===== src/rtl/icache_assoc_pkg.sv =====
// Shared types and address-split width helpers for the set-associative instruction cache.
// Pure declarations: no logic, no timing.
package icache_pkg;

  typedef enum logic [1:0] {
    IDLE,
    MEM_READ,
    REFILL
  } state_e;

  function automatic int OFF_BITS(input int block_words);
    return $clog2(block_words * 4);
  endfunction

  function automatic int IDX_BITS(input int sets);
    return $clog2(sets);
  endfunction

  function automatic int TAG_BITS(input int addr_width, input int block_words, input int sets);
    return addr_width - OFF_BITS(block_words) - IDX_BITS(sets);
  endfunction

endpackage


===== src/rtl/icache_assoc_if.sv =====
// CPU fetch and block-memory refill signals of the instruction cache, grouped in one bundle.
// master = CPU/memory side, slave = cache side.
interface icache_assoc_if #(
  parameter int ADDR_WIDTH  = 10,
  parameter int BLOCK_WORDS = 4
);
  import icache_pkg::*;

  localparam int BA_W = ADDR_WIDTH - OFF_BITS(BLOCK_WORDS);

  logic                      readen;
  logic [ADDR_WIDTH-1:0]     inaddress;
  logic [31:0]               readword;
  logic                      busycache;
  logic                      flush;
  logic                      read;
  logic [BA_W-1:0]           addressmem;
  logic [BLOCK_WORDS*32-1:0] readmemdata;
  logic                      busymem;

  modport master (
    output readen, inaddress, flush, readmemdata, busymem,
    input  readword, busycache, read, addressmem
  );

  modport slave (
    input  readen, inaddress, flush, readmemdata, busymem,
    output readword, busycache, read, addressmem
  );

endinterface


===== src/rtl/icache_assoc_way_array.sv =====
// One cache way: per-set block data, tag and valid bit; combinational read, write and
// invalidate-all take effect at the clock edge.
module icache_way_array
  import icache_pkg::*;
#(
  parameter int BLOCK_WORDS = 4,
  parameter int SETS        = 8,
  parameter int TAG_W       = 4
) (
  input  logic                        clk,
  input  logic                        rst,
  input  logic [IDX_BITS(SETS)-1:0]   rd_idx,
  output logic                        rd_vld,
  output logic [TAG_W-1:0]            rd_tag,
  output logic [BLOCK_WORDS*32-1:0]   rd_data,
  input  logic                        wr_en,
  input  logic [IDX_BITS(SETS)-1:0]   wr_idx,
  input  logic [TAG_W-1:0]            wr_tag,
  input  logic [BLOCK_WORDS*32-1:0]   wr_data,
  input  logic                        flush,
  output logic [SETS-1:0]             valid_o
);

  logic [SETS-1:0]           valid_q, valid_d;
  logic [TAG_W-1:0]          tag_q  [SETS];
  logic [TAG_W-1:0]          tag_d  [SETS];
  logic [BLOCK_WORDS*32-1:0] data_q [SETS];
  logic [BLOCK_WORDS*32-1:0] data_d [SETS];

  always_comb begin
    valid_d = valid_q;
    tag_d   = tag_q;
    data_d  = data_q;
    if (wr_en) begin
      valid_d[wr_idx] = 1'b1;
      tag_d[wr_idx]   = wr_tag;
      data_d[wr_idx]  = wr_data;
    end
    if (flush) begin
      valid_d = '0;
    end
  end

  always_ff @(posedge clk or posedge rst) begin
    if (rst) begin
      valid_q <= '0;
    end else begin
      valid_q <= valid_d;
    end
  end

  // Payload needs no reset: it is only ever observed through a set valid bit.
  always_ff @(posedge clk) begin
    tag_q  <= tag_d;
    data_q <= data_d;
  end

  assign rd_vld  = valid_q[rd_idx];
  assign rd_tag  = tag_q[rd_idx];
  assign rd_data = data_q[rd_idx];
  assign valid_o = valid_q;

endmodule


===== src/rtl/icache_assoc.sv =====
// N-way (1 or 2) set-associative instruction cache: hits return in the same cycle,
// a miss stalls the CPU for memory latency + 2 cycles while the block is refilled.
module icache_assoc
  import icache_pkg::*;
#(
  parameter int ADDR_WIDTH  = 10,
  parameter int WORD_WIDTH  = 32,
  parameter int BLOCK_WORDS = 4,
  parameter int SETS        = 8,
  parameter int WAYS        = 2
) (
  input logic           clk,
  input logic           rst,
  icache_assoc_if.slave bus
);

  localparam int OFF_W  = OFF_BITS(BLOCK_WORDS);
  localparam int IDX_W  = IDX_BITS(SETS);
  localparam int TAG_W  = TAG_BITS(ADDR_WIDTH, BLOCK_WORDS, SETS);
  localparam int BA_W   = ADDR_WIDTH - OFF_W;
  localparam int WSEL_W = OFF_W - 2;

  logic [IDX_W-1:0]  idx;
  logic [TAG_W-1:0]  tag;
  logic [WSEL_W-1:0] wsel;
  logic              unused_lo;

  assign idx       = bus.inaddress[OFF_W +: IDX_W];
  assign tag       = bus.inaddress[ADDR_WIDTH-1 -: TAG_W];
  assign wsel      = bus.inaddress[2 +: WSEL_W];
  assign unused_lo = ^bus.inaddress[1:0];

  state_e                state_q, state_d;
  logic [BA_W-1:0]       baddr_q, baddr_d;
  logic                  drop_q, drop_d;
  logic [WORD_WIDTH-1:0] rword_q, rword_d;
  logic [SETS-1:0]       lru_q, lru_d;

  logic [IDX_W-1:0] fill_idx;
  logic [TAG_W-1:0] fill_tag;
  assign fill_idx = baddr_q[IDX_W-1:0];
  assign fill_tag = baddr_q[BA_W-1:IDX_W];

  logic [WAYS-1:0]                                   way_hit, way_we, way_rvld;
  logic [WAYS-1:0][SETS-1:0]                         way_valid;
  logic [WAYS-1:0][TAG_W-1:0]                        way_tag;
  logic [WAYS-1:0][BLOCK_WORDS-1:0][WORD_WIDTH-1:0]  way_data;

  logic                                 lookup, hit, hit_way, victim, install, busy, rd_req;
  logic [BLOCK_WORDS-1:0][WORD_WIDTH-1:0] hit_blk;
  logic [WORD_WIDTH-1:0]                hit_word;

  for (genvar w = 0; w < WAYS; w++) begin : g_way
    icache_way_array #(
      .BLOCK_WORDS(BLOCK_WORDS),
      .SETS       (SETS),
      .TAG_W      (TAG_W)
    ) u_way (
      .clk    (clk),
      .rst    (rst),
      .rd_idx (idx),
      .rd_vld (way_rvld[w]),
      .rd_tag (way_tag[w]),
      .rd_data(way_data[w]),
      .wr_en  (way_we[w]),
      .wr_idx (fill_idx),
      .wr_tag (fill_tag),
      .wr_data(bus.readmemdata),
      .flush  (bus.flush),
      .valid_o(way_valid[w])
    );
    assign way_hit[w] = way_rvld[w] && (way_tag[w] == tag);
    assign way_we[w]  = install && (int'(victim) == w);
  end

  assign lookup = (state_q == IDLE) && bus.readen;
  assign hit    = lookup && (|way_hit);

  always_comb begin
    hit_way = 1'b0;
    hit_blk = way_data[0];
    for (int w = WAYS - 1; w >= 0; w--) begin
      if (way_hit[w]) begin
        hit_way = w[0];
        hit_blk = way_data[w];
      end
    end
  end

  assign hit_word = hit_blk[wsel];

  // Fill the lowest-numbered empty way first; only a full set consults the LRU bit.
  always_comb begin
    victim = (WAYS > 1) ? lru_q[fill_idx] : 1'b0;
    for (int w = WAYS - 1; w >= 0; w--) begin
      if (!way_valid[w][fill_idx]) begin
        victim = w[0];
      end
    end
  end

  always_comb begin
    state_d = state_q;
    baddr_d = baddr_q;
    drop_d  = drop_q;
    rword_d = rword_q;
    lru_d   = lru_q;
    install = 1'b0;
    busy    = 1'b0;
    rd_req  = 1'b0;
    case (state_q)
      IDLE: begin
        if (hit) begin
          rword_d    = hit_word;
          lru_d[idx] = ~hit_way;
        end else if (lookup) begin
          busy    = 1'b1;
          baddr_d = bus.inaddress[ADDR_WIDTH-1:OFF_W];
          state_d = MEM_READ;
        end
      end
      MEM_READ: begin
        rd_req = 1'b1;
        busy   = 1'b1;
        if (bus.flush) begin
          drop_d = 1'b1;
        end
        // A flush seen during the transfer discards the block; the CPU simply re-misses.
        if (!bus.busymem) begin
          install = !drop_q && !bus.flush;
          state_d = REFILL;
        end
      end
      REFILL: begin
        busy    = 1'b1;
        drop_d  = 1'b0;
        state_d = IDLE;
      end
      default: state_d = IDLE;
    endcase
    if (install) begin
      lru_d[fill_idx] = ~victim;
    end
  end

  always_ff @(posedge clk or posedge rst) begin
    if (rst) begin
      state_q <= IDLE;
      baddr_q <= '0;
      drop_q  <= 1'b0;
      rword_q <= '0;
      lru_q   <= '0;
    end else begin
      state_q <= state_d;
      baddr_q <= baddr_d;
      drop_q  <= drop_d;
      rword_q <= rword_d;
      lru_q   <= lru_d;
    end
  end

  assign bus.readword   = hit ? hit_word : rword_q;
  assign bus.busycache  = busy && !rst;
  assign bus.read       = rd_req;
  assign bus.addressmem = baddr_q;

endmodule

===== src/flat_wrapper.sv =====
// flat-port wrapper written by rule: the top's interface ports become plain ports
module icache_assoc_flat import icache_pkg::*;
#(
  parameter int ADDR_WIDTH  = 10,
  parameter int WORD_WIDTH  = 32,
  parameter int BLOCK_WORDS = 4,
  parameter int SETS        = 8,
  parameter int WAYS        = 2
)
  (clk, rst, bus_readen, bus_inaddress, bus_flush, bus_readmemdata, bus_busymem, bus_readword, bus_busycache, bus_read, bus_addressmem);
  icache_assoc_if #(.ADDR_WIDTH(ADDR_WIDTH), .BLOCK_WORDS(BLOCK_WORDS)) bus_i ();
  input logic clk;
  input logic rst;
  input wire logic [$bits(bus_i.readen)-1:0] bus_readen;
  input wire logic [$bits(bus_i.inaddress)-1:0] bus_inaddress;
  input wire logic [$bits(bus_i.flush)-1:0] bus_flush;
  input wire logic [$bits(bus_i.readmemdata)-1:0] bus_readmemdata;
  input wire logic [$bits(bus_i.busymem)-1:0] bus_busymem;
  output wire logic [$bits(bus_i.readword)-1:0] bus_readword;
  output wire logic [$bits(bus_i.busycache)-1:0] bus_busycache;
  output wire logic [$bits(bus_i.read)-1:0] bus_read;
  output wire logic [$bits(bus_i.addressmem)-1:0] bus_addressmem;
  assign bus_i.readen = bus_readen;
  assign bus_i.inaddress = bus_inaddress;
  assign bus_i.flush = bus_flush;
  assign bus_i.readmemdata = bus_readmemdata;
  assign bus_i.busymem = bus_busymem;
  assign bus_readword = bus_i.readword;
  assign bus_busycache = bus_i.busycache;
  assign bus_read = bus_i.read;
  assign bus_addressmem = bus_i.addressmem;
  icache_assoc #(.ADDR_WIDTH(ADDR_WIDTH), .WORD_WIDTH(WORD_WIDTH), .BLOCK_WORDS(BLOCK_WORDS), .SETS(SETS), .WAYS(WAYS)) u_core (.clk(clk), .rst(rst), .bus(bus_i));
endmodule

===== config.mk =====
export PLATFORM = sky130hd
export DESIGN_NAME = icache_assoc_flat
export DESIGN_NICKNAME = d
export VERILOG_FILES = /design/src/rtl/icache_assoc_pkg.sv /design/src/rtl/icache_assoc_if.sv /design/src/rtl/icache_assoc_way_array.sv /design/src/rtl/icache_assoc.sv /design/src/flat_wrapper.sv
export SDC_FILE = /design/constraint.sdc
export NUM_CORES = 2
export LEC_CHECK = 0
export ABC_AREA = 1
export CORE_MARGIN = 2
export CORE_UTILIZATION = 56
export CTS_BUF_LIST = sky130_fd_sc_hd__clkbuf_8 sky130_fd_sc_hd__clkbuf_16
export DETAILED_ROUTE_END_ITERATION = 6
export HOLD_SLACK_MARGIN = 0.1
export PLACE_DENSITY_LB_ADDON = 0.08
export SLEW_MARGIN = 25
export SYNTH_ARGS = -nofsm -noshare
export SYNTH_HDL_FRONTEND = slang
export SYNTH_SLANG_ARGS = --single-unit

===== constraint.sdc =====
create_clock -name clk -period 4.9 [get_ports clk]
set_input_delay 0.735 -clock clk [delete_from_list [all_inputs] [get_ports clk]]
set_output_delay 0.735 -clock clk [all_outputs]
set_load 0.005 [all_outputs]

Word level (Yosys, flattened, before mapping)
Index checks and enable logic that the tools add are counted.
Word-level totals
  bits in registers: 2161
  input port bits: 143
  output and inout bits: 40
Cells by class
  order comparisons: 8
  equal/unequal tests: 8
  muxes and demuxes: 64
  bitwise operators: 8
  reductions and logical operators: 23
Operators with widths (count)
  $bwmux W1024: 2
  $mux W128: 7
  $bmux W128 S3: 2
  $demux W128 S3: 1
  $bmux W32 S2: 1
  $mux W32: 2
  $mux W8: 7
  $bwmux W24: 2
  $bmux W3 S3: 2
  $mux W1: 17
  $bwmux W8: 2
  $or A8 B8 Y8: 2
  $bmux W1 S3: 5
  $mux W3: 5
  $logic_and A1 B1 Y1: 11
  $demux W3 S3: 1
  $ge A4 B4 Y1 const B: 2
  $lt A3 B4 Y1 const B: 2
  $not A3 Y4: 2
  $demux W1 S3: 2
  $eq A3 B3 Y1: 2
  $ge A3 B1 Y1 const B: 2
  $mux W2: 3
  $ne A2 B2 Y1 const B: 3
  other kinds (14): 24

Logic depth before layout (Yosys ltp)
  depth in word-level cells: 14
  depth in mapped cells: 20
  gate-level depth less buffers: 18

By module
A second synthesis with hierarchy kept.
Second synthesis, totals
  cells, all modules: 10271
  area total of the unflattened synthesis: 98818.5 µm²
By module, submodules not included
  icache_way_array (u_core.g_way[1].u_way): times used 1, cells each 4600, area each 46475.8 µm², sequential area each 31670.4 µm²
  icache_way_array (u_core.g_way[0].u_way): times used 1, cells each 4600, area each 46340.7 µm², sequential area each 31670.4 µm²
  icache_assoc: times used 1, cells each 1071, area each 6002.0 µm², sequential area each 1226.2 µm²

Worst setup path after synthesis
No wires, ideal clock.
  kind: register to register
  from: reg u_core.baddr_q[2] (netlist: u_core.bus.addressmem[2])
  to: reg u_core.g_way[0].u_way.data_q[1000] in the netlist's numbering, enable pin
  setup time: 0.484 ns
  arrival: 4.372 ns
  required time: 4.416 ns
  slack: 0.045 ns
  cell stages (with the launch flop): 11
  buffers on the path: 1
  period minus slack after synthesis: 4.855 ns
  cells stage by stage: dfrtp_1 clkbuf_1 inv_1 nand3_1 inv_1 a22o_1 a221oi_1 nand3_1 nand2_1 nand2_1 inv_1
Between the ends
  longest elaborated chain between the ends: 6
  elaborated cells between the ends (all ways): 10
Ends and longest elaborated chain
  start: declaration: RTL line icache_assoc.sv:34  | logic [BA_W-1:0] baddr_q, baddr_d;
  start signal: assignment: RTL line icache_assoc.sv:155  | baddr_q <= baddr_d;
  $bmux W1 S3 (on tied branches): RTL line icache_assoc.sv:94, icache_assoc.sv:96
  $mux W1 (on tied branches): RTL line icache_assoc.sv:94, icache_assoc.sv:96
  $mux W1: RTL line icache_assoc.sv:96  | if (!way_valid[w][fill_idx]) begin
  $mux W1 (*): RTL line icache_assoc.sv:96
  $not A1 Y1 (*): RTL line icache_assoc.sv:73  | assign way_we[w] = install && (int'(victim) == w);
  $logic_and A1 B1 Y1 (*): RTL line icache_assoc.sv:73
  end signal: assignment: RTL line icache_assoc_way_array.sv:55  | data_q <= data_d;
  end: declaration: RTL line icache_assoc_way_array.sv:27  | logic [BLOCK_WORDS*32-1:0] data_q [SETS];
Every way passes the cells marked *; elsewhere a longest branch is shown, timed or not. The select of a mux whose other input is x is not followed.
A chain may end at the register's enable or synchronous reset.

Final worst setup path
  from: reg u_core.g_way[1].u_way.valid_q[4]
  to: out bus_readword[11]
Between the ends
  longest elaborated chain between the ends: 8
  elaborated cells between the ends (all ways): 10
Ends and longest elaborated chain
  start: declaration: RTL line icache_assoc_way_array.sv:24  | logic [SETS-1:0] valid_q, valid_d;
  start signal: assignment: RTL line icache_assoc_way_array.sv:48  | valid_q <= valid_d;
  $bmux W1 S3 (*): RTL line icache_assoc_way_array.sv:58  | assign rd_vld = valid_q[rd_idx];
  $mux W1 (not written as such) (*): RTL line icache_assoc_way_array.sv:58
  $logic_and A1 B1 Y1 (*): RTL line icache_assoc.sv:72  | assign way_hit[w] = way_rvld[w] && (way_tag[w] == tag);
  $mux W128 (2 in a row): RTL line icache_assoc.sv:83  | if (way_hit[w]) begin
  $bmux W32 S2: RTL line icache_assoc.sv:90  | assign hit_word = hit_blk[wsel];
  $mux W32 (not written as such): RTL line icache_assoc.sv:90
  $mux W32 (*)
  end: declaration: RTL line flat_wrapper.sv:19  | output wire logic [$bits(bus_i.readword)-1:0] bus_readword;
Marks and branches as above.

==> impl_metrics.tcl <==
set metrics [dict create \
    status "finished clean" \
    die_w_um 391 \
    netlist_area_mm2 0.0838 \
    antenna_found_initial 21 \
    drc 0 \
    worst_slew_pin_slew_ps 761 \
    worst_hold_slack_ps 303 \
    synth_warnings 0 \
    routed_wl_um 248000 \
    critPathMaxStageDelay_ps 500 \
    hold_violations 0 \
    rr_startpoint "u_core.bus.addressmem[2]" \
    synth_top_area_share_pct 75.1 \
    crit_chain "inv_1 > o211ai_1 > nand2_1 > inv_1 > nand2_1 > nor2_1 > nand2_1 > nor2_4 > buf_12 > nand2_8 > buf_12 > buf_12 > nand2_1 > nand3_1 > buf_6 > nand3_1 > nand3_2 > nand2_1 > clkdlybuf4s50_1" \
    numCtsBuffers 213 \
    cp_num_buf_inv 7 \
    synth_enable_flop_cells 2096 \
    hpwl_um 142000 \
    peakVddDrop_mv 0.321 \
    max_freq_mhz 214 \
    period_share_pct 95.3 \
    critical-path-top-delay-family "buffers and inverters" \
    worstPathMaxFanout 7 \
    num_vias 54979 \
    drv_slew 0 \
    crit_start "u_core.g_way[1].u_way.valid_o[4]" \
    clk_latency_ps 850 \
    synth-seq-cells 2161 \
    rows 141 \
    vias_per_cell 6.24 \
    period_minus_slack_ps 4670 \
    final_cell_mix "edfxtp_1, nor2_1, o21ai_0" \
    start_kind "flop" \
    rsz0062_at_grt "false" \
    fin_cells 8807 \
    required_ps 4160 \
    syn-num-nets 6465 \
    hold_path.class "in2async" \
    clock-sinks 2161 \
    place_inst 8393 \
    initial_core_util_pct 56.5 \
    netlist_instances 6318 \
    grt_usage_pct 32.1 \
    p_leak_nw 33.2 \
    dieArea_mm2 0.153 \
    cp_slowest_cell "clkdlybuf4s50_1" \
    avgRoutedWirePerCell_um 28.1 \
    cts_htree_levels 4 \
    r2r_end "u_core.g_way[0].u_way.data_q[205]" \
    layout.nets 6847 \
    crit_top_cell "nand2_1" \
    power_density_mw_per_mm2 410 \
    r2r_slack_ps 1150 \
    first_iter_violations 6707 \
    ant_nets 0 \
    io_buffer_count 180 \
    skew_ps 27.9 \
    synth.avg_cell_area_um2 13.3 \
    dr.pass1.iters 6 \
    synth_area_leaders "edfxtp_1, o21ai_0, nor2_1" \
    max_slew_margin_pct 48.8 \
    critPathKind "reg2out" \
    grt_start_max_net_pins 125 \
    ctsRootBufferMaster "clkbuf_16" \
    final_common_cell "edfxtp_1" \
    drive_gt1_share_pct 11.0 \
    place_congestion 0.865 \
    cts_tree "done" \
    synth_cell_types 35 \
    synthArstFlopShare_pct 3.01 \
    ioPinCount 183 \
    coreArea_mm2 0.148 \
    ys_seq_area_share_pct 77.1 \
    area_growth_pct 17.0 \
    cp-end-kind "primary output" \
    setup_viol 0 \
    crit_arrival_ps 3940 \
    grt_pass1_vias 51628 \
    worstRegToRegCells 10 \
    grt_pass1_wl_um 355000 \
    max_cap_violations 0 \
    grt_remaining_overflow 0 \
    dieHeight_um 391 \
    synth_largest_area_cell "edfxtp_1" \
    path_clk_slew_ps 60 \
    synthFlopType "edfxtp_1" \
    clockBufferDepth 3 \
]
-- registers in the layout, summed over array words and instances, names as in the netlist --
signal	count
u_core.g_way.u_way.data_q	2048
u_core.drop_q	1
u_core.g_way.u_way.valid_o	16
u_core.lru_q	8
u_core.state_q	2
u_core.bus.addressmem	6
u_core.g_way.u_way.tag_q	48
u_core.rword_q	32
-- cell families (layout without fill, tap and decap cells) --
logic type | Yosys count | after routing | synth area share, %
other | 0 | 4 | 0
DFF | 2161 | 2161 | 77.1
and+or+nand+nor | 2247 | 2249 | 11.0
adders and majority gates | 4 | 4 | 0.0597
AOI/OAI and AO/OA | 1317 | 1317 | 9.11
buffers and inverters | 589 | 1142 | 2.81
-- worst reg2reg max path, cell delays in order (launching register included) --
cell      delay [ps]
dfrtp_1          550
inv_1            170
nand3_1          150
inv_1            100
a22o_1           200
a221oi_1         230
nand3_1          360
nand2_1          390
nand2_1          220
inv_8            440
buf_4            610
-- worst max path at each step --
stage / cells after the start / end / slack (ps)
2_1_floorplan: 10 / u_core.g_way[0].u_way.data_q[1000] / 40
3_3_place_gp: 19 / bus_readword[0] / -300
3_5_place_dp: 19 / bus_readword[0] / -270
4_1_cts: 23 / bus_readword[2] / -30
5_1_grt: 19 / bus_readword[29] / 40
6_report: 19 / bus_readword[11] / 230
-- layout make-up --
class                      count  area, um^2
fill                       10658       50200
timing repair buffer         557        6250
multi-input combinational   3570       17200
clock buffer                 231        5630
tap                         1930        2410
sequential                  2161       64600
clock inverter               157        1010
antenna                        4        10.0
inverter                     197         912
-- cells in the mapped netlist, drive strengths merged, types with 12 or more instances --
library cell,number
o31ai,39
edfxtp,2096
nand3,412
buf,134
o22ai,230
clkbuf,258
inv,195
o21ai,765
o211ai,91
nor2,992
a21oi,38
nor4,27
dfrtp,65
o221ai,12
a211oi,124
nand2,748
nor3,42
nand4,19
-- what timing repair did --
action                                  in CTS  in global routing
buffers inserted                            12                  2
pin swaps                                    7                  5
resized for setup                           56                 37
gates cloned                                 4                  4
hold endpoints to repair                     0                  0
hold buffers                                 0                  0
endpoints found under the setup margin      32                 31
-- through the flow --
| step | area [um^2] | setup TNS, ps | utilization, % | power, mW | setup slack [ps] |
|---|---|---|---|---|---|
| final | 98000 | 0 | 66.1 | 40.2 | 229 |
| after global routing | 98000 | 0 | 66.1 | 41.3 | 36.8 |
| after CTS | 97800 | -60.3 | 66.0 | 40.3 | -27.4 |
| after detailed placement | 90600 | -3760 | 61.2 | 24.9 | -271 |
| after global placement | 90600 | -4720 | 61.2 | 24.8 | -303 |
| after floorplan | 83800 | 0 | - | 22.9 | 44.6 |
-- metal layers --
metal  GRT usage (%)  vias up  routed length [um]  part of all wire, %
met5               0        -                 183                0.074
met4            9.64       30                7310                  2.9
met3            7.32      455               28100                   11
met2            49.4     3013              113000                   46
met1            46.3    27504               99200                   40
li1                -    23977                   -                    -
-- power breakdown --
part	leakage, nW	total, mW	switching, mW	internal (mW)
logic	10.1	3.67	2.37	1.30
registers	19.7	21.0	0.207	20.8
clock network	3.46	15.6	6.84	8.73
total	33.2	40.2	9.42	30.8
Power figures use the tool's default switching activity.
